File: src/rtl/shift_sequencer.sv
// Multi-cycle shift controller: latches a word, applies one single-bit shift or rotate
// per clock for the requested amount, then returns the result over a valid/ready handshake.
module shift_sequencer #(
    parameter int WIDTH = 4,
    parameter int AMT_W = 3
) (
    input  logic             clk,
    input  logic             rst_n,
    input  logic             in_valid,
    output logic             in_ready,
    input  logic [WIDTH-1:0] in_data,
    input  logic             in_dir,
    input  logic             in_rot,
    input  logic [AMT_W-1:0] in_amt,
    input  logic             abort,
    output logic             out_valid,
    input  logic             out_ready,
    output logic [WIDTH-1:0] out_data,
    output logic             out_lost,
    output logic             busy
);

    typedef enum logic [1:0] {
        IDLE,
        SHIFT,
        DONE
    } state_t;

    state_t           r_state;
    logic [WIDTH-1:0] r_work;
    logic [AMT_W-1:0] r_count;
    logic             r_dir;
    logic             r_rot;
    logic             r_inReady;
    logic             r_outValid;
    logic             r_lost;

    logic             w_outBit;
    logic             w_fill;
    logic [WIDTH-1:0] w_shifted;

    // One-bit shifter stage; rotate mode feeds the departing bit back in at the far end.
    always_comb begin
        w_outBit  = r_dir ? r_work[0] : r_work[WIDTH-1];
        w_fill    = r_rot & w_outBit;
        w_shifted = r_dir ? {w_fill, r_work[WIDTH-1:1]} : {r_work[WIDTH-2:0], w_fill};
    end

    always_ff @(posedge clk or negedge rst_n) begin
        if (!rst_n) begin
            r_state    <= IDLE;
            r_work     <= '0;
            r_count    <= '0;
            r_dir      <= 1'b0;
            r_rot      <= 1'b0;
            r_inReady  <= 1'b0;
            r_outValid <= 1'b0;
            r_lost     <= 1'b0;
        end else if (abort && (r_state != IDLE)) begin
            r_state    <= IDLE;
            r_count    <= '0;
            r_inReady  <= 1'b1;
            r_outValid <= 1'b0;
            r_lost     <= 1'b0;
        end else begin
            case (r_state)
                IDLE: begin
                    if (!r_inReady) begin
                        r_inReady <= 1'b1;
                    end else if (in_valid) begin
                        r_work    <= in_data;
                        r_dir     <= in_dir;
                        r_rot     <= in_rot;
                        r_count   <= in_amt;
                        r_inReady <= 1'b0;
                        r_lost    <= 1'b0;
                        if (in_amt == '0) begin
                            r_state    <= DONE;
                            r_outValid <= 1'b1;
                        end else begin
                            r_state <= SHIFT;
                        end
                    end
                end
                SHIFT: begin
                    r_work  <= w_shifted;
                    r_count <= r_count - 1'b1;
                    if (!r_rot && w_outBit) begin
                        r_lost <= 1'b1;
                    end
                    // Count only reaches zero on the final shift, so it cannot wrap.
                    if (r_count == AMT_W'(1)) begin
                        r_state    <= DONE;
                        r_outValid <= 1'b1;
                    end
                end
                DONE: begin
                    if (out_ready) begin
                        r_state    <= IDLE;
                        r_outValid <= 1'b0;
                        r_inReady  <= 1'b1;
                    end
                end
                default: begin
                    r_state <= IDLE;
                end
            endcase
        end
    end

    assign in_ready  = r_inReady;
    assign out_valid = r_outValid;
    assign out_data  = r_work;
    assign out_lost  = r_lost;
    assign busy      = (r_state != IDLE);

endmodule

File: config.mk
export PLATFORM = sky130hd
export DESIGN_NAME = shift_sequencer
export DESIGN_NICKNAME = d
export VERILOG_FILES = /design/src/rtl/shift_sequencer.sv
export SDC_FILE = /design/constraint.sdc
export NUM_CORES = 1
export LEC_CHECK = 0
export CAP_MARGIN = 20
export CELL_PAD_IN_SITES_DETAIL_PLACEMENT = 1
export CELL_PAD_IN_SITES_GLOBAL_PLACEMENT = 2
export CORE_ASPECT_RATIO = 1.4
export CORE_UTILIZATION = 26
export DETAILED_ROUTE_END_ITERATION = 12
export PLACE_DENSITY = 0.75
export SLEW_MARGIN = 20
export SYNTH_ARGS = -nofsm -noshare
export SYNTH_HDL_FRONTEND = slang
export SYNTH_SLANG_ARGS = --single-unit
export TNS_END_PERCENT = 30
File: constraint.sdc
create_clock -name clk -period 1.25 [get_ports clk]
set_input_delay 0.125 -clock clk [delete_from_list [all_inputs] [get_ports clk]]
set_output_delay 0.125 -clock clk [all_outputs]
set_load 0.01 [all_outputs]
==> impl_metrics.json, run 1 <==
{
  "status": "complete, but fails checks",
  "violations": "negative setup slack",
  "final_cell_mix": "buf_4, clkdlybuf4s50_1, dfrtp_1",
  "yosys.area_share.adder": 0.0272,
  "critical_path.cell_chain": "buf_6 > a21o_4 > mux2_4 > mux2_4",
  "crit_type": "flop to flop",
  "core_area_um2": 3380,
  "setup_slack_ps": -165,
  "drc_errors": 0,
  "num-fill-cells": 382,
  "cts_buffers": 3,
  "die_y_um": 72.4,
  "synth-edff-count": 0,
  "area_growth_pct": 62.4,
  "fin_worst_skew_ps": 4.13,
  "start_util": 0.273,
  "arrival_ps": 1560,
  "antenna_found_initial": 0,
  "antenna_cells": 0,
  "clk_root_buffer_cell": "clkbuf_8",
  "dp.cells": 168,
  "crit_buf_inv": 1,
  "grt-ovfl-total": 0,
  "hold_violations": 0,
  "io_buffers": 21,
  "seq_area_frac_synth": 0.380,
  "max_freq_ghz": 0.707,
  "clkSinkCount": 14,
  "grt_max_degree": 15,
  "h-tree-depth": 1,
  "grt_pass1_wl_mm": 4.81,
  "finalCriticalPeriod_ps": 1420,
  "p_leak_nw": 0.667,
  "grt_util_all_layers": 0.174,
  "worst_slew_pin_slew_ps": 400,
  "drive_gt1_frac": 0.424,
  "setup_viol": 14,
  "maxCapViolCount": 0,
  "cp_max_fo": 7,
  "slew_viol_final": 0,
  "synth_cell_types": 41,
  "synth_xor_area_frac": 0,
  "synth_compound_area_frac": 0.216,
  "synth_top_family_by_area": "simple AND/OR/NAND/NOR gates",
  "cp_slowest_cell": "dfrtp_2",
  "grt_pass1_vias": 1012,
  "start_kind": "flop",
  "slew_headroom": 0.731,
  "clock_latency_ps": 260,
  "clkTransAtPathRegs_ps": 70,
  "synthMuxAreaShare": 0.0503,
  "place_hpwl_mm": 2.05,
  "fin_crit_sh": 1.13,
  "vias": 933,
  "avgSynthCellArea_um2": 9.80,
  "via_per_inst": 5.21,
  "grt_setup_unrepaired": "yes",
  "fin_setup_tns_ps": -997,
  "syn_area_um2": 921,
  "stdcell_count": 179,
  "routed_wl_mm": 3.03,
  "synthFlopType": "dfrtp_1",
  "rows": 25,
  "worst_setup_path_end_kind": "flop",
  "stdcell_area_um2": 1500,
  "place_area_um2": 1280,
  "drt_iter0_markers": 10,
  "cts_tree": "yes",
  "async_flop_share": 1.00,
  "post-place-ws_ps": -255,
  "die_width_um": 52.3,
  "syn-num-nets": 110,
  "required_ps": 1400,
  "ir_drop_v": 0.00109,
  "p_per_area_nw_per_um2": 2390,
  "cts_buffer_depth": 2,
  "hp-class": "input port to asynchronous set/reset pin",
  "synth_warnings": 0,
  "globalplace.congestion": 0.764,
  "layout_commonest_cell": "buf_4",
  "ant_nets": 0,
  "netlist_instances": 94,
  "dieArea_um2": 3790,
  "crit_top_cell": "mux2_4",
  "cp_slowest_stage_delay_ps": 410,
  "first_pass_iters": 4,
  "ios": 22,
  "synth-simple-area-share": 0.258,
  "crit_family": "multiplexers",
  "synth_seq_cells": 14,
  "wl_per_cell_um": 16.9,
  "finalNetCount": 156
}
area by class of cell:
type / count / area (µm²) / share of cell area
multi-input combinational: 68 / 593 / 0.397
clock buffer: 4 / 55.1 / 0.0368
sequential: 14 / 357 / 0.238
tap: 40 / 50.0 / 0.0335
timing repair buffer: 46 / 414 / 0.277
inverter: 7 / 26.3 / 0.0176
worst paths after layout:
kind,from,end,slack [ps],depth (start not counted)
max,r_state[0],r_count[1],-170,4
min,rst_n,r_count[2],180,2
max reg2reg,r_state[0],r_count[1],-170,4
min reg2reg,r_count[1],r_count[1],520,1
max in group asynchronous,rst_n,in_ready,870,2
min in group clk,in_rot,r_rot,400,3
stage by stage:
stage | util | hold WS [ps] | power [mW]
finish | 0.443 | 182 | 3.57
global route | 0.443 | 214 | 3.79
CTS | 0.426 | 189 | 3.42
detailed placement | 0.379 | 467 | 2.72
global placement | 0.379 | 465 | 2.66
floorplan | - | -171 | 1.92
kinds of logic (layout without fill, tap and decap cells):
family | count (synthesis) | after routing
compound gates | 25 | 25
flops | 14 | 14
mux | 4 | 4
buf+inv | 12 | 57
fa+ha+maj | 2 | 2
simple gates | 37 | 37
state kept, by name, summed over array words and instances (netlist names):
| signal | cells |
|---|---|
| out_data | 4 |
| r_count | 3 |
| r_state | 2 |
| in_ready | 1 |
| out_lost | 1 |
| out_valid | 1 |
| r_dir | 1 |
| r_rot | 1 |
report_power, final:
group | internal, mW | switching [mW] | leakage [nW]
sequential | 0.674 | 0.261 | 0.169
combinational | 1.18 | 0.983 | 0.469
clock | 0.280 | 0.191 | 0.0288
Yosys cell counts, types with 2 or more instances:
cell type  instances  area (µm²)
a211oi_1           2        15.0
nand3_1            4        20.0
buf_6              2        22.5
a21oi_1            3        15.0
nor3_1             3        15.0
nor2_2             2        12.5
inv_1              6        22.5
o32ai_1            2        17.5
a221oi_1           2        17.5
nor2_1             4        15.0
buf_2              2        10.0
nor2b_1            7        43.8
mux2i_1            2        20.0
nand2_1            7        26.3
o32a_1             2        20.0
ha_1               2        25.0
o21bai_1           2        15.0
dfrtp_1           14         350
o31ai_1            4        30.0
timing repair:
item                       4_1_cts  5_1_grt
hold buffers                     0        0
buffers inserted                 5        2
pin swaps                        7        2
setup endpoints to repair       19       16
resized for setup               25       10
layer usage:
| metal | wire (µm) | up-vias | global-route usage |
|---|---|---|---|
| met5 | 0 | - | 0 |
| met4 | 38 | 0 | 0.0614 |
| met3 | 95 | 3 | 0.0252 |
| met2 | 1700 | 22 | 0.326 |
| met1 | 1200 | 472 | 0.190 |
| li1 | - | 436 | - |
Power figures use the tool's default switching activity.
==> inputs of run 2 (changes only) <==
- CTS_CLUSTER_SIZE: unset -> 40
==> results of run 2 <==
Final layout, timing and power as in run 1 (identical DEF).
